`config.mk`:
```
export PLATFORM = sky130hd
export DESIGN_NAME = color_filter_ctrl
export DESIGN_NICKNAME = d
export VERILOG_FILES = /design/src/rtl/color_filter_pkg.sv /design/src/rtl/color_match.sv /design/src/rtl/color_filter_ctrl.sv
export SDC_FILE = /design/constraint.sdc
export NUM_CORES = 1
export LEC_CHECK = 0
export ABC_AREA = 1
export ABC_CLOCK_PERIOD_IN_PS = 5100
export CORE_MARGIN = 4
export CORE_UTILIZATION = 54
export DETAILED_ROUTE_END_ITERATION = 7
export PLACE_DENSITY = 0.78
export SLEW_MARGIN = 20
export SYNTH_ARGS = -nofsm -noshare
export SYNTH_HDL_FRONTEND = slang
export SYNTH_SLANG_ARGS = --single-unit
```
`constraint.sdc`:
```
create_clock -name iCLK -period 5.1 [get_ports iCLK]
set_clock_uncertainty 0.1 [all_clocks]
set_input_delay 0.765 -clock iCLK [delete_from_list [all_inputs] [get_ports iCLK]]
set_output_delay 0.765 -clock iCLK [all_outputs]
set_load 0.01 [all_outputs]
```
`src/rtl/color_filter_pkg.sv`:
```
// Shared types and constants for the red colour filter controller and its
// comparator.
package color_filter_pkg;

  localparam logic [11:0] RED_MIN_DEF    = 12'h700;
  localparam logic [11:0] GREEN_MAX_DEF  = 12'h4FF;
  localparam logic [11:0] BLUE_MAX_DEF   = 12'h4FF;
  localparam logic [10:0] COORD_MIN_INIT = 11'h7FF;

  typedef enum logic [1:0] {
    CFG_RED_MIN   = 2'd0,
    CFG_GREEN_MAX = 2'd1,
    CFG_BLUE_MAX  = 2'd2,
    CFG_COMMIT    = 2'd3
  } cfg_addr_e;

  typedef enum logic [1:0] {
    S_IDLE   = 2'd0,
    S_FRAME  = 2'd1,
    S_REPORT = 2'd2
  } state_e;

endpackage

```
`src/rtl/color_match.sv`:
```
// Combinational red-filter threshold compare; all compares are unsigned and
// strict so the pixel datapath and the controller agree bit for bit.
module color_match (
  input  logic [11:0] iRed,
  input  logic [11:0] iGreen,
  input  logic [11:0] iBlue,
  input  logic [11:0] iRedMin,
  input  logic [11:0] iGreenMax,
  input  logic [11:0] iBlueMax,
  output logic        oMatch
);

  assign oMatch = (iRed > iRedMin) && (iGreen < iGreenMax) && (iBlue < iBlueMax);

endmodule

```
`src/rtl/color_filter_ctrl.sv`:
```
// Red colour filter controller: shadow/active thresholds swapped only at frame
// boundaries, per-pixel match flag, and per-frame match count and bounding box.
module color_filter_ctrl
  import color_filter_pkg::*;
#(
  parameter int IMG_W = 640,
  parameter int IMG_H = 480,
  parameter int CNT_W = 20
) (
  input  logic             iCLK,
  input  logic             iRST,
  input  logic [10:0]      iX_Cont,
  input  logic [10:0]      iY_Cont,
  input  logic [11:0]      iRed,
  input  logic [11:0]      iGreen,
  input  logic [11:0]      iBlue,
  input  logic             iDVAL,
  input  logic             iCfgValid,
  output logic             oCfgReady,
  input  logic [1:0]       iCfgAddr,
  input  logic [11:0]      iCfgData,
  output logic [11:0]      oRedMin,
  output logic [11:0]      oGreenMax,
  output logic [11:0]      oBlueMax,
  output logic             oMatch,
  output logic             oMatchDVAL,
  output logic             oFrameDone,
  output logic [CNT_W-1:0] oPixCount,
  output logic [10:0]      oXMin,
  output logic [10:0]      oXMax,
  output logic [10:0]      oYMin,
  output logic [10:0]      oYMax,
  output logic             oBoxValid
);

  localparam logic [10:0]      X_LAST  = 11'(IMG_W - 1);
  localparam logic [10:0]      Y_LAST  = 11'(IMG_H - 1);
  localparam logic [CNT_W-1:0] CNT_MAX = '1;

  state_e state_q, state_d;
  logic pending_q, pending_d;
  logic [11:0] redMinAct_q, greenMaxAct_q, blueMaxAct_q;
  logic [11:0] redMinShd_q, greenMaxShd_q, blueMaxShd_q;
  logic [11:0] redThr, greenThr, blueThr;
  logic match_q, matchDval_q;
  logic [CNT_W-1:0] cntAcc_q, cntAcc_d;
  logic [10:0] xMinAcc_q, xMinAcc_d, xMaxAcc_q, xMaxAcc_d;
  logic [10:0] yMinAcc_q, yMinAcc_d, yMaxAcc_q, yMaxAcc_d;
  logic [CNT_W-1:0] pixCount_q;
  logic [10:0] xMin_q, xMax_q, yMin_q, yMax_q;
  logic boxValid_q;
  logic fs, fe, cfgAccept, loadActive, accumulate, statsLoad, hasMatch, pixMatch;

  assign fs = iDVAL && (iX_Cont == 11'd0) && (iY_Cont == 11'd0);
  assign fe = iDVAL && (iX_Cont == X_LAST) && (iY_Cont == Y_LAST);
  assign cfgAccept  = iCfgValid && !pending_q;
  // Outside a frame a pending commit lands at once; inside, only at the next FS.
  assign loadActive = pending_q && (fs || (state_q != S_FRAME));
  assign accumulate = iDVAL && (fs || (state_q == S_FRAME));
  assign statsLoad  = (state_q == S_FRAME) && fe && !fs;

  // The FS pixel is judged by the thresholds it swaps in.
  assign redThr   = (fs && pending_q) ? redMinShd_q   : redMinAct_q;
  assign greenThr = (fs && pending_q) ? greenMaxShd_q : greenMaxAct_q;
  assign blueThr  = (fs && pending_q) ? blueMaxShd_q  : blueMaxAct_q;

  color_match u_match (
    .iRed      (iRed),
    .iGreen    (iGreen),
    .iBlue     (iBlue),
    .iRedMin   (redThr),
    .iGreenMax (greenThr),
    .iBlueMax  (blueThr),
    .oMatch    (pixMatch)
  );

  always_comb begin
    state_d = state_q;
    unique case (state_q)
      S_IDLE:   if (fs) state_d = S_FRAME;
      S_FRAME:  if (!fs && fe) state_d = S_REPORT;
      S_REPORT: state_d = fs ? S_FRAME : S_IDLE;
      default:  state_d = S_IDLE;
    endcase
  end

  always_comb begin
    pending_d = pending_q;
    if (loadActive) pending_d = 1'b0;
    if (cfgAccept && (cfg_addr_e'(iCfgAddr) == CFG_COMMIT)) pending_d = 1'b1;
  end

  always_comb begin
    cntAcc_d  = fs ? '0 : cntAcc_q;
    xMinAcc_d = fs ? COORD_MIN_INIT : xMinAcc_q;
    xMaxAcc_d = fs ? '0 : xMaxAcc_q;
    yMinAcc_d = fs ? COORD_MIN_INIT : yMinAcc_q;
    yMaxAcc_d = fs ? '0 : yMaxAcc_q;
    if (accumulate && pixMatch) begin
      if (cntAcc_d != CNT_MAX) cntAcc_d = cntAcc_d + CNT_W'(1);
      if (iX_Cont < xMinAcc_d) xMinAcc_d = iX_Cont;
      if (iX_Cont > xMaxAcc_d) xMaxAcc_d = iX_Cont;
      if (iY_Cont < yMinAcc_d) yMinAcc_d = iY_Cont;
      if (iY_Cont > yMaxAcc_d) yMaxAcc_d = iY_Cont;
    end
    hasMatch = (cntAcc_d != '0);
  end

  always_ff @(posedge iCLK) begin
    if (iRST) begin
      state_q       <= S_IDLE;
      pending_q     <= 1'b0;
      redMinAct_q   <= RED_MIN_DEF;
      greenMaxAct_q <= GREEN_MAX_DEF;
      blueMaxAct_q  <= BLUE_MAX_DEF;
      redMinShd_q   <= RED_MIN_DEF;
      greenMaxShd_q <= GREEN_MAX_DEF;
      blueMaxShd_q  <= BLUE_MAX_DEF;
      match_q       <= 1'b0;
      matchDval_q   <= 1'b0;
      cntAcc_q      <= '0;
      xMinAcc_q     <= COORD_MIN_INIT;
      xMaxAcc_q     <= '0;
      yMinAcc_q     <= COORD_MIN_INIT;
      yMaxAcc_q     <= '0;
      pixCount_q    <= '0;
      xMin_q        <= '0;
      xMax_q        <= '0;
      yMin_q        <= '0;
      yMax_q        <= '0;
      boxValid_q    <= 1'b0;
    end else begin
      state_q     <= state_d;
      pending_q   <= pending_d;
      match_q     <= iDVAL && pixMatch;
      matchDval_q <= iDVAL;
      cntAcc_q    <= cntAcc_d;
      xMinAcc_q   <= xMinAcc_d;
      xMaxAcc_q   <= xMaxAcc_d;
      yMinAcc_q   <= yMinAcc_d;
      yMaxAcc_q   <= yMaxAcc_d;
      if (loadActive) begin
        redMinAct_q   <= redMinShd_q;
        greenMaxAct_q <= greenMaxShd_q;
        blueMaxAct_q  <= blueMaxShd_q;
      end
      if (cfgAccept) begin
        unique case (cfg_addr_e'(iCfgAddr))
          CFG_RED_MIN:   redMinShd_q   <= iCfgData;
          CFG_GREEN_MAX: greenMaxShd_q <= iCfgData;
          CFG_BLUE_MAX:  blueMaxShd_q  <= iCfgData;
          default:       ;
        endcase
      end
      // Stats include the FE pixel and are visible during the REPORT cycle.
      if (statsLoad) begin
        pixCount_q <= cntAcc_d;
        boxValid_q <= hasMatch;
        xMin_q     <= hasMatch ? xMinAcc_d : '0;
        xMax_q     <= hasMatch ? xMaxAcc_d : '0;
        yMin_q     <= hasMatch ? yMinAcc_d : '0;
        yMax_q     <= hasMatch ? yMaxAcc_d : '0;
      end
    end
  end

  assign oCfgReady  = !pending_q;
  assign oRedMin    = redMinAct_q;
  assign oGreenMax  = greenMaxAct_q;
  assign oBlueMax   = blueMaxAct_q;
  assign oMatch     = match_q;
  assign oMatchDVAL = matchDval_q;
  assign oFrameDone = (state_q == S_REPORT);
  assign oPixCount  = pixCount_q;
  assign oXMin      = xMin_q;
  assign oXMax      = xMax_q;
  assign oYMin      = yMin_q;
  assign oYMax      = yMax_q;
  assign oBoxValid  = boxValid_q;

endmodule

```
* Yosys cells after proc, flatten, opt, wreduce, memory -nomap -nowiden
Index checks and enable logic that the tools add are counted.
** Word-level totals
- Register bits :: 206
- Output and inout bits :: 105
** Operators by class
- Add/subtract/negate cells :: 1
- Magnitude comparators :: 7
- Equal/unequal tests :: 11
- Muxes and demuxes :: 28
- Reduce and logical (&&, ||, !) cells :: 30
** Operators by type and width (number)
- $mux W11 :: 16
- $mux W20 :: 3
- $mux W12 :: 3
- $lt A12 B12 Y1 :: 2
- $gt A11 B11 Y1 :: 2
- $logic_not A11 Y1 :: 2
- $lt A11 B11 Y1 :: 2
- $add A20 B1 Y20 const B :: 1
- $ne A20 B20 Y1 const B :: 1
- $reduce_bool A20 Y1 :: 1
- $logic_and A1 B1 Y1 :: 16
- $gt A12 B12 Y1 :: 1
- $eq A11 B10 Y1 const B :: 1
- $eq A11 B9 Y1 const B :: 1
- $reduce_and A2 Y1 :: 4
- $eq A2 B2 Y1 const B :: 3
- $pmux W2 S3 :: 1
- $eq A2 B1 Y1 const B :: 2
- $logic_not A2 Y1 :: 2
- $mux W2 :: 2
- $ne A2 B1 Y1 const B :: 2
- $mux W1 :: 3
- $logic_not A1 Y1 :: 2
- $logic_or A1 B1 Y1 :: 2
- other kinds (2) :: 2

* Longest topological paths before layout
Gate-level depths: netlist of the first run.
- Depth after elaboration :: 12
- Depth in mapped cells :: 30

* Modules after synthesis
From an unflattened synthesis of the first run, not the netlist that was laid out.
** Unflattened totals
- Cells, all modules :: 1608
- Area, all modules :: 11010.6 um^2
** By module, submodules not included
- color_filter_ctrl :: instances 1, cells each 1432, area each 9993.3 um^2, sequential area each 4124.0 um^2
- color_match :: instances 1, cells each 176, area each 1017.2 um^2, sequential area each 0.0 um^2

* Worst setup path after synthesis of the first run
Ideal clock, no wire load.
- Path type :: in2reg
- From :: input port iX_Cont[8]
- To :: register yMin_q[9], in the netlist oYMin[9]
- Library setup time :: 136 ps
- Arrival time :: 4012 ps
- Path slack :: 851 ps
- Cell stages on the path :: 29
- Path buffers :: 5
- Cells stage by stage :: inv_1 nand2_1 nor2_1 nand2_1 nor2_4 nand3_2 buf_6 buf_1 mux2i_1 ha_1 nand2_1 inv_1 o21ai_0 o2111ai_1 nor2_1 nand4_1 inv_1 nand4_4 buf_6 nand2_1 nand2_1 nor2_1 nand2_1 nor2_1 nand3_2 buf_6 buf_6 nand3_2 a21oi_2
** On the way
- Cells in the longest elaborated chain, start to end :: 12
** RTL lines
- start: declaration :: line color_filter_ctrl.sv:12 : input logic [10:0] iX_Cont,
- branches (longest 12 deep; another with $add A20 B1 Y20)
- end signal: assignment :: line color_filter_ctrl.sv:161 : yMin_q <= hasMatch ? yMinAcc_d : '0;
- end: declaration :: line color_filter_ctrl.sv:50 : logic [10:0] xMin_q, xMax_q, yMin_q, yMax_q;
Parallel ways; which one is timed is not known.
A chain may end at the register's enable or synchronous reset.

* Worst setup path in the final report of the first run
- From :: input port iY_Cont[3]
- To :: register yMax_q[1], in the netlist oYMax[1]
** On the way
- Cells in the longest elaborated chain, start to end :: 11
** RTL lines
- start: declaration :: line color_filter_ctrl.sv:13 : input logic [10:0] iY_Cont,
- branches (longest 11 deep; another with $add A20 B1 Y20)
- end signal: assignment :: line color_filter_ctrl.sv:162 : yMax_q <= hasMatch ? yMaxAcc_d : '0;
- end: declaration :: line color_filter_ctrl.sv:50
Parallel ways; which one is timed is not known.

==> results.json, run 1 <==
{
  "status": "finished clean",
  "crit_required_ns": 5.41,
  "synth-seq-area-share_pct": 37.5,
  "vias_per_cell": 5.44,
  "hold_class": "flip-flop to flip-flop",
  "vdd_drop_max_mv": 0.196,
  "post-dp-hpwl_um": 22800,
  "grt_pass1_vias": 10184,
  "drt_iter0_drc": 878,
  "slew_headroom_pct": 32.1,
  "path_clk_slew_ns": 0.06,
  "place_inst": 1949,
  "power.leakage_nw": 6.52,
  "clockBufferDepth": 3,
  "worst_slew_pin_slew_ns": 1.02,
  "syn_inst": 1523,
  "final_nets": 1864,
  "setup_viol": 0,
  "cts_hold_buf": 0,
  "cts_made_buffers": 23,
  "antenna_found_initial": 0,
  "critical_path_class": "primary input to flip-flop",
  "fp-row-count": 51,
  "startpoint_type": "primary input",
  "slew_viol_final": 0,
  "min_to": "oYMin[0]",
  "syn_avg_cell_area_um2": 7.21,
  "maxCapViolations": 0,
  "cts_sinks": 206,
  "vias": 10830,
  "die_h_um": 151,
  "io_pins": 181,
  "rrSetupSlack_ns": 1.01,
  "cts_tree": "done",
  "hp-start": "oYMin[0]",
  "cp.arrival_ns": 5.15,
  "mostFrequentLayoutCells": "342 x nand2_1, 206 x dfxtp_1, 179 x clkdlybuf4s50_1",
  "clk_latency_ns": 0.51,
  "power_mw": 3.68,
  "final_common_cell": "nand2_1",
  "ys_warn_count": 0,
  "instances_no_fill": 1989,
  "fin_crit_ns": 4.85,
  "wire_per_inst_um": 16.1,
  "start_util_pct": 55.7,
  "max_freq_ghz": 0.206,
  "grt_max_degree": 80,
  "synthDistinctLibCells": 44,
  "grt_util_all_layers_pct": 27.7,
  "drc_errors": 0,
  "htree_levels": 1,
  "grt_pass1_wl_um": 51400,
  "antennaDiodeCount": 0,
  "final_hold_viol_count": 0,
  "end_kind": "flip-flop",
  "cts-root-buf": "clkbuf_16",
  "core-area_um2": 19700,
  "ys_ff_latch": 206,
  "area_delta_synth_final_pct": 27.5,
  "power_density_nw_per_um2": 263,
  "drtPass1Iterations": 8,
  "drive_gt1_share_pct": 10.6,
  "holdPathStages": 2,
  "wirelength_um": 32100,
  "ant_nets": 0,
  "overflow": 0,
  "period_share_pct": 95.0,
  "io_buffer_count": 180,
  "syn_area_um2": 11000,
  "crit_fanout": 26,
  "die_width_um": 151,
  "syn_nets": 1674,
  "dieArea_um2": 22700,
  "r2r_start": "pending_q",
  "gp_congestion": 0.963,
  "r2r_end": "oYMax[1]",
  "r2r_cells": 19
}
sequential cells by signal, indices dropped and copies added (netlist names), 12 cells and up:
name and flops:
cntAcc_q 20, greenMaxShd_q 12, oPixCount 20, blueMaxShd_q 12, oRedMin 12, redMinShd_q 12
oBlueMax 12, oGreenMax 12
timing repair:
item / CTS / global route
resized for setup: 0 / 3
setup buffers: 0 / 4
setup endpoints to repair: 0 / 56
hold endpoints to repair: 0 / 0
worst max path at each step:
stage                          start  cells past startpoint             to  slack, ns
after CTS                 iY_Cont[3]                     22  xMinAcc_q[10]       0.12
after floorplan           iX_Cont[8]                     29       oYMin[9]       0.85
after detailed placement  iY_Cont[3]                     22  xMinAcc_q[10]      -0.36
final                     iY_Cont[3]                     25       oYMax[1]       0.25
after global routing      iY_Cont[2]                     26       oYMax[1]      -0.03
after global placement    iY_Cont[3]                     25       oXMax[6]      -0.12
metal layers:
metal,wire length (um),GRT usage (%),vias to the layer above
met4,741,7.93,0
met3,2790,4.49,53
met1,14000,38.5,4959
met5,0,0,-
li1,-,-,5377
met2,14600,44.8,441
per-stage QoR:
step                      worst slack (ns)  util, %  cell area (um^2)  hold slack (ns)  TNS [ns]
after floorplan                      0.851        -             11000            0.343         0
after detailed placement            -0.361     67.1             13200            0.357    -15.50
final                                0.253     71.0             14000            0.362         0
after global placement              -0.119     67.1             13200            0.353     -4.09
after global routing               -0.0334     71.0             14000            0.393   -0.0334
after CTS                            0.123     70.8             14000            0.365         0
critical path, cell delays in order:
cell             delay [ns]
clkdlybuf4s50_1        0.45
inv_2                  0.08
nand2_1                0.05
nor2_1                 0.21
nand2_2                0.12
nor2_4                 0.11
nand3_2                0.10
buf_12                 0.20
mux2i_1                0.14
ha_1                   0.30
nand2_1                0.05
inv_1                  0.06
nand2_1                0.06
nor4_1                 0.53
nor2_1                 0.12
nand4_1                0.14
inv_1                  0.09
nand4_4                0.17
clkinv_1               0.22
buf_4                  0.24
and3_1                 0.16
inv_1                  0.27
or2_2                  0.17
nand3_1                0.07
o21ai_0                0.25
power by group:
group | internal [mW] | switching, mW
registers | 1.64 | 0.0287
logic | 0.169 | 0.194
clock network | 1.00 | 0.650
total | 2.81 | 0.873
cells in the mapped netlist (all sizes together):
master   count  share of area [%]
mux2         1               0.10
mux2i       31                2.8
o2bb2ai      1              0.080
a22oi        1              0.068
nor4         7               0.40
dfxtp      206                 38
or2         46                2.6
inv        154                5.3
a21oi       65                3.2
nor2       144                5.2
o2111ai      1              0.080
a211oi       8               0.55
ha          75                8.5
buf         27                1.6
clkinv       1              0.034
o31ai        2               0.14
a21o         1              0.068
nand2      348                 12
nand3b       1              0.068
o21ai      116                5.3
and3         2               0.11
clkbuf      48                1.7
xor2         4               0.32
o211ai       9               0.62
nand3      169                8.4
nor3        18                1.0
a31oi        1              0.057
and2         1              0.057
nand4       35                2.1
final cells by class:
| cell class | count | area (um^2) |
|---|---|---|
| clock buffer | 30 | 622 |
| multi-input combinational | 1087 | 5940 |
| fill | 1613 | 5710 |
| inverter | 155 | 583 |
| tap | 265 | 332 |
| sequential | 206 | 4120 |
| clock inverter | 6 | 110 |
| timing repair buffer | 240 | 2300 |
cells by family (layout without fill, tap and decap cells):
family	after synthesis	count (layout)	synth area share, %
compound gates	205	205	10.1
xor+xnor	4	4	0.319
fa+ha+maj	75	75	8.54
buf+inv	230	431	8.57
flops	206	206	37.5
mux	32	32	2.93
simple gates	771	771	32.0
(Power assumes the default switching activity.)
==> inputs of run 2 (changes only) <==
ABC_AREA = default   (was 1)
==> results.json, run 2 <==
{
  "grt_util_all_layers_pct": 28.1,
  "vias_per_cell": 5.68,
  "wirelength_um": 31900,
  "ant_nets": 0,
  "cts-root-buf": "clkbuf_16",
  "synthTopCellsByArea": "dfxtp_1 39%, ha_1 8.9%, nand2_1 7.9%, nor2_1 4.0%, mux2i_1 3.8%",
  "power_density_nw_per_um2": 252,
  "io_buffer_count": 180,
  "syn_area_um2": 10500,
  "start_util_pct": 55.5,
  "drc_errors": 0,
  "antennaDiodeCount": 0,
  "area_delta_synth_final_pct": 35.3,
  "grt_max_degree": 96,
  "gp_congestion": 0.905,
  "drt_iter0_drc": 678,
  "syn_nets": 1374,
  "synth_top_area_share_pct": 39.3,
  "grt_setup_unrepaired": "yes",
  "synthDistinctLibCells": 69,
  "cpPeakStageDelay_ns": 0.46,
  "fin_crit_ns": 5.09,
  "syn_avg_cell_area_um2": 8.58,
  "vias": 9898,
  "antenna_found_initial": 1,
  "final_nets": 1620,
  "end_kind": "flip-flop",
  "clk_latency_ns": 0.51,
  "htree_levels": 1,
  "whs_ns": 0.346,
  "drive_gt1_share_pct": 19.0,
  "post-dp-hpwl_um": 22800,
  "overflow": 0,
  "final_common_cell": "nand2_1",
  "clockBufferDepth": 3,
  "mostFrequentLayoutCells": "220 x nand2_1, 206 x dfxtp_1, 156 x clkdlybuf4s50_1",
  "cp.arrival_ns": 5.37,
  "yosys.area.top_type": "dfxtp_1",
  "die_h_um": 147,
  "fin_util_pct": 75.1,
  "crit_fanout": 8,
  "final_hold_viol_count": 0,
  "crit_family": "simple AND/OR/NAND/NOR gates",
  "pre_cts_slack_ns": -1.05,
  "async_flop_share_pct": 0,
  "instances_no_fill": 1742,
  "slew_headroom_pct": 29.4,
  "cts_sinks": 206,
  "io_pins": 181,
  "die_width_um": 147,
  "synth_flop_cell": "dfxtp_1",
  "cts_made_buffers": 22,
  "status": "finished clean",
  "maxCapViolations": 0,
  "crit_required_ns": 5.38,
  "yosysMostFrequentCell": "nand2_1",
  "core-area_um2": 18900,
  "path_cells": "buf_2 -> nor4_4 -> nand4_4 -> nor2_8 -> buf_12 -> buf_6 -> mux2i_2 -> ha_1 -> nand4_1 -> a311oi_2 -> a21oi_2 -> nand4_1 -> or3_4 -> or4_4 -> xnor2_4 -> o41a_1 -> o41ai_4 -> buf_6 -> clkbuf_16 -> o21ai_2",
  "critical_path_class": "primary input to flip-flop",
  "synth-seq-area-share_pct": 39.3,
  "cts_tree": "done",
  "vdd_drop_max_mv": 0.252,
  "ys_warn_count": 0,
  "wire_per_inst_um": 18.3,
  "setup_viol": 0,
  "synth_edf_count": 0,
  "syn_inst": 1223,
  "period_share_pct": 99.7,
  "dieArea_um2": 21700,
  "path_clk_slew_ns": 0.06,
  "startpoint_type": "primary input",
  "worst_slew_pin_slew_ns": 1.06,
  "slew_viol_final": 0,
  "drtPass1Iterations": 5,
  "max_freq_ghz": 0.197,
  "grt_pass1_vias": 9852,
  "grt_pass1_wl_um": 50500,
  "cp_num_buf_inv": 5,
  "place_inst": 1696,
  "fp-row-count": 50,
  "netlist_top_cells_count": "222 x nand2_1, 206 x dfxtp_1, 111 x nor2_1",
  "crit_path_top_delay_cell": "or4_4",
  "ys_ff_latch": 206,
  "fin_ws_ns": 0.0130,
  "power.leakage_nw": 5.74,
  "hold_class": "flip-flop to flip-flop",
  "cts_hold_buf": 0
}
-- run 2: cells by family (layout without fill, tap and decap cells) --
family          Yosys count  in the layout  share of synthesized area (%)
flops                   206            206                           39.3
compound gates          205            205                           13.6
fa+ha+maj                75             75                           8.95
mux                      71             71                           7.14
xor+xnor                 18             18                           1.50
buf+inv                 102            361                           4.00
simple gates            546            546                           25.5
-- run 2: final timing paths --
check,start,cells past startpoint,slack (ns),endpoint
setup / recovery,iY_Cont[3],20,0.01,oXMax[0]
hold reg to reg,oXMax[6],2,0.35,oXMax[6]
hold / removal,oXMax[6],2,0.35,oXMax[6]
setup reg to reg,pending_q,18,0.42,oXMax[0]
-- run 2: layer usage --
metal	track usage (%)	up-vias	part of all wire [%]
met5	0	-	0.041
met4	9.41	2	3.6
met3	4.97	87	6.5
met2	46.4	357	47
met1	37.5	4679	43
li1	-	4773	-
-- run 2: power by group --
part | switching, mW | internal [mW] | total (mW)
logic | 0.164 | 0.144 | 0.308
clock network | 0.640 | 0.977 | 1.62
registers | 0.0169 | 1.63 | 1.65
-- run 2: layout make-up --
class                   count  area [um^2]
clock buffers              31          646
flip-flops and latches    206         4120
multi-input cells         915         6200
repair buffers            291         2700
clock inverters             6         80.1
fillers                  1359         4700
inverters                  33          124
well taps                 260          325
-- run 2: repair_timing --
item / in CTS / in global routing
setup endpoints to repair: 86 / 86
hold endpoints to repair: 0 / 0
buffers inserted: 4 / 4
resized for setup: 67 / 70
pin swaps: 13 / 45
gates cloned: 2 / 1
-- run 2: through the flow --
step                power [mW]  TNS (ns)  instance area [um^2]
finish                    3.57         0                 14200
CTS                       3.57    -0.517                 14100
detailed placement        1.97    -77.87                 13200
floorplan                 1.81         0                 10500
global route              3.69     -2.49                 14200
global placement          1.96    -61.51                 13200
-- run 2: worst register-to-register path, delay by kind of cell, from the launching register on --
| kind | cells | cell delay, ns |
|---|---|---|
| AOI/OAI and AO/OA | 5 | 1.06 |
| and+or+nand+nor | 6 | 1.60 |
| muxes | 1 | 0.21 |
| adders and majority gates | 1 | 0.30 |
| xor gates and xnor gates | 1 | 0.16 |
| buffers and inverters | 4 | 0.70 |
| DFF | 1 | 0.42 |
==> inputs of run 3 (changes only) <==
SKIP_CTS_REPAIR_TIMING = 1   (was default)
==> results.json, run 3 (same netlist as run 2, synthesis figures left out) <==
{
  "status": "complete, but fails checks",
  "violations": "setup timing",
  "hold_class": "flip-flop to flip-flop",
  "grt_pass1_vias": 9779,
  "die_h_um": 147,
  "period_share_pct": 102,
  "slew_headroom_pct": 30.6,
  "crit_required_ns": 5.38,
  "io_pins": 181,
  "fin_crit_ns": 5.21,
  "overflow": 0,
  "final_nets": 1627,
  "gp_congestion": 0.905,
  "drive_gt1_share_pct": 18.5,
  "num-fill-cells": 1363,
  "htree_levels": 1,
  "drt_iter0_drc": 718,
  "path_cells": "dlymetal6s2s_1 -> nor4_4 -> nand4_4 -> nor2_8 -> buf_12 -> buf_8 -> buf_4 -> buf_4 -> mux2i_1 -> ha_1 -> nand4_1 -> buf_4 -> nor2_4 -> a21oi_2 -> nand4_1 -> or3_4 -> or4_4 -> xnor2_4 -> o41a_1 -> o41ai_4 -> buf_6 -> clkbuf_16 -> o21ai_2",
  "drc_errors": 0,
  "power_density_nw_per_um2": 250,
  "area_delta_synth_final_pct": 36.1,
  "wire_per_inst_um": 18.2,
  "vdd_drop_max_mv": 0.254,
  "final_common_cell": "nand2_1",
  "core-area_um2": 18900,
  "clk_latency_ns": 0.51,
  "clockBufferDepth": 3,
  "dieArea_um2": 21700,
  "antenna_found_initial": 1,
  "place_inst": 1696,
  "grt_max_degree": 96,
  "cts_made_buffers": 22,
  "start_util_pct": 55.5,
  "cpPeakStageDelay_ns": 0.47,
  "cts_sinks": 206,
  "cts-root-buf": "clkbuf_16",
  "grt_setup_unrepaired": "yes",
  "end_kind": "flip-flop",
  "worst_slew_pin_slew_ns": 1.04,
  "vias_per_cell": 5.73,
  "die_width_um": 147,
  "startpoint_type": "primary input",
  "crit_fanout": 8,
  "crit_family": "simple AND/OR/NAND/NOR gates",
  "cp.arrival_ns": 5.49,
  "antennaDiodeCount": 0,
  "power.leakage_nw": 5.87,
  "ant_nets": 0,
  "instances_no_fill": 1749,
  "mostFrequentLayoutCells": "221 x nand2_1, 206 x dfxtp_1, 156 x clkdlybuf4s50_1",
  "crit_path_top_delay_cell": "o41a_1",
  "maxCapViolations": 0,
  "slew_viol_final": 0,
  "critical_path_class": "primary input to flip-flop",
  "grt_pass1_wl_um": 49800,
  "setup_viol": 45,
  "drtPass1Iterations": 5,
  "cp_num_buf_inv": 8,
  "pre_cts_slack_ns": -1.05,
  "cts_tree": "done",
  "fp-row-count": 50,
  "final_hold_viol_count": 0,
  "wirelength_um": 31900,
  "post-dp-hpwl_um": 22800,
  "fin_ws_ns": -0.109,
  "io_buffer_count": 180,
  "max_freq_ghz": 0.192,
  "crit_top_cell": "buf_4",
  "vias": 10017,
  "grt_util_all_layers_pct": 27.7,
  "path_clk_slew_ns": 0.06
}
## run 3: cell count changes in the layout (fill, tap and decap cells not counted), sizes merged
cell and delta:
buf -3, clkbuf -1, clkdlybuf4s15 -2, dlymetal6s2s +13
## run 3: metrics by stage
step	utilization, %	hold WS, ns	TNS (ns)	cell area [um^2]	power, mW
floorplan	-	0.342	0	10500	1.81
global placement	69.7	0.331	-61.51	13200	1.96
detailed placement	69.7	0.332	-77.87	13200	1.97
CTS	73.6	0.341	-32.30	13900	3.57
global route	75.6	0.368	-11.44	14300	3.69
finish	75.6	0.351	-3.63	14300	3.57
## run 3: tightest hold or removal path: cells and delay by family, from the launching register on
family	cells	cell delay [ns]
simple gates	2	0.11
flops	1	0.31
## run 3: per-layer routing
metal / global-route usage (%) / up-vias / routed length (um)
li1: - / 4798 / -
met1: 37.1 / 4776 / 13800
met2: 45.4 / 363 / 14800
met3: 4.69 / 78 / 2140
met4: 9.60 / 2 / 1100
met5: 0 / - / 13
## run 3: area by class of cell
class	instances	area, um^2	share of cell area (%)
Tap cell	260	325	2.28
Clock buffer	31	646	4.52
Inverter	33	124	0.868
Sequential cell	206	4120	28.9
Clock inverter	6	80.1	0.561
Multi-Input combinational cell	915	6150	43.1
Timing Repair Buffer	298	2830	19.8
## run 3: worst paths after layout
| kind | start | to | slack, ns | depth (start not counted) |
|---|---|---|---|---|
| worst max-delay path | iX_Cont[2] | oXMin[6] | -0.11 | 23 |
| worst min-delay path | oBoxValid | oBoxValid | 0.35 | 2 |
| worst max register to register | pending_q | oXMin[6] | 0.36 | 21 |
| worst min register to register | oBoxValid | oBoxValid | 0.35 | 2 |
## run 3: power by group
group	switching [mW]	internal [mW]
logic	0.161	0.144
clock network	0.640	0.978
registers	0.0165	1.63
total	0.817	2.75
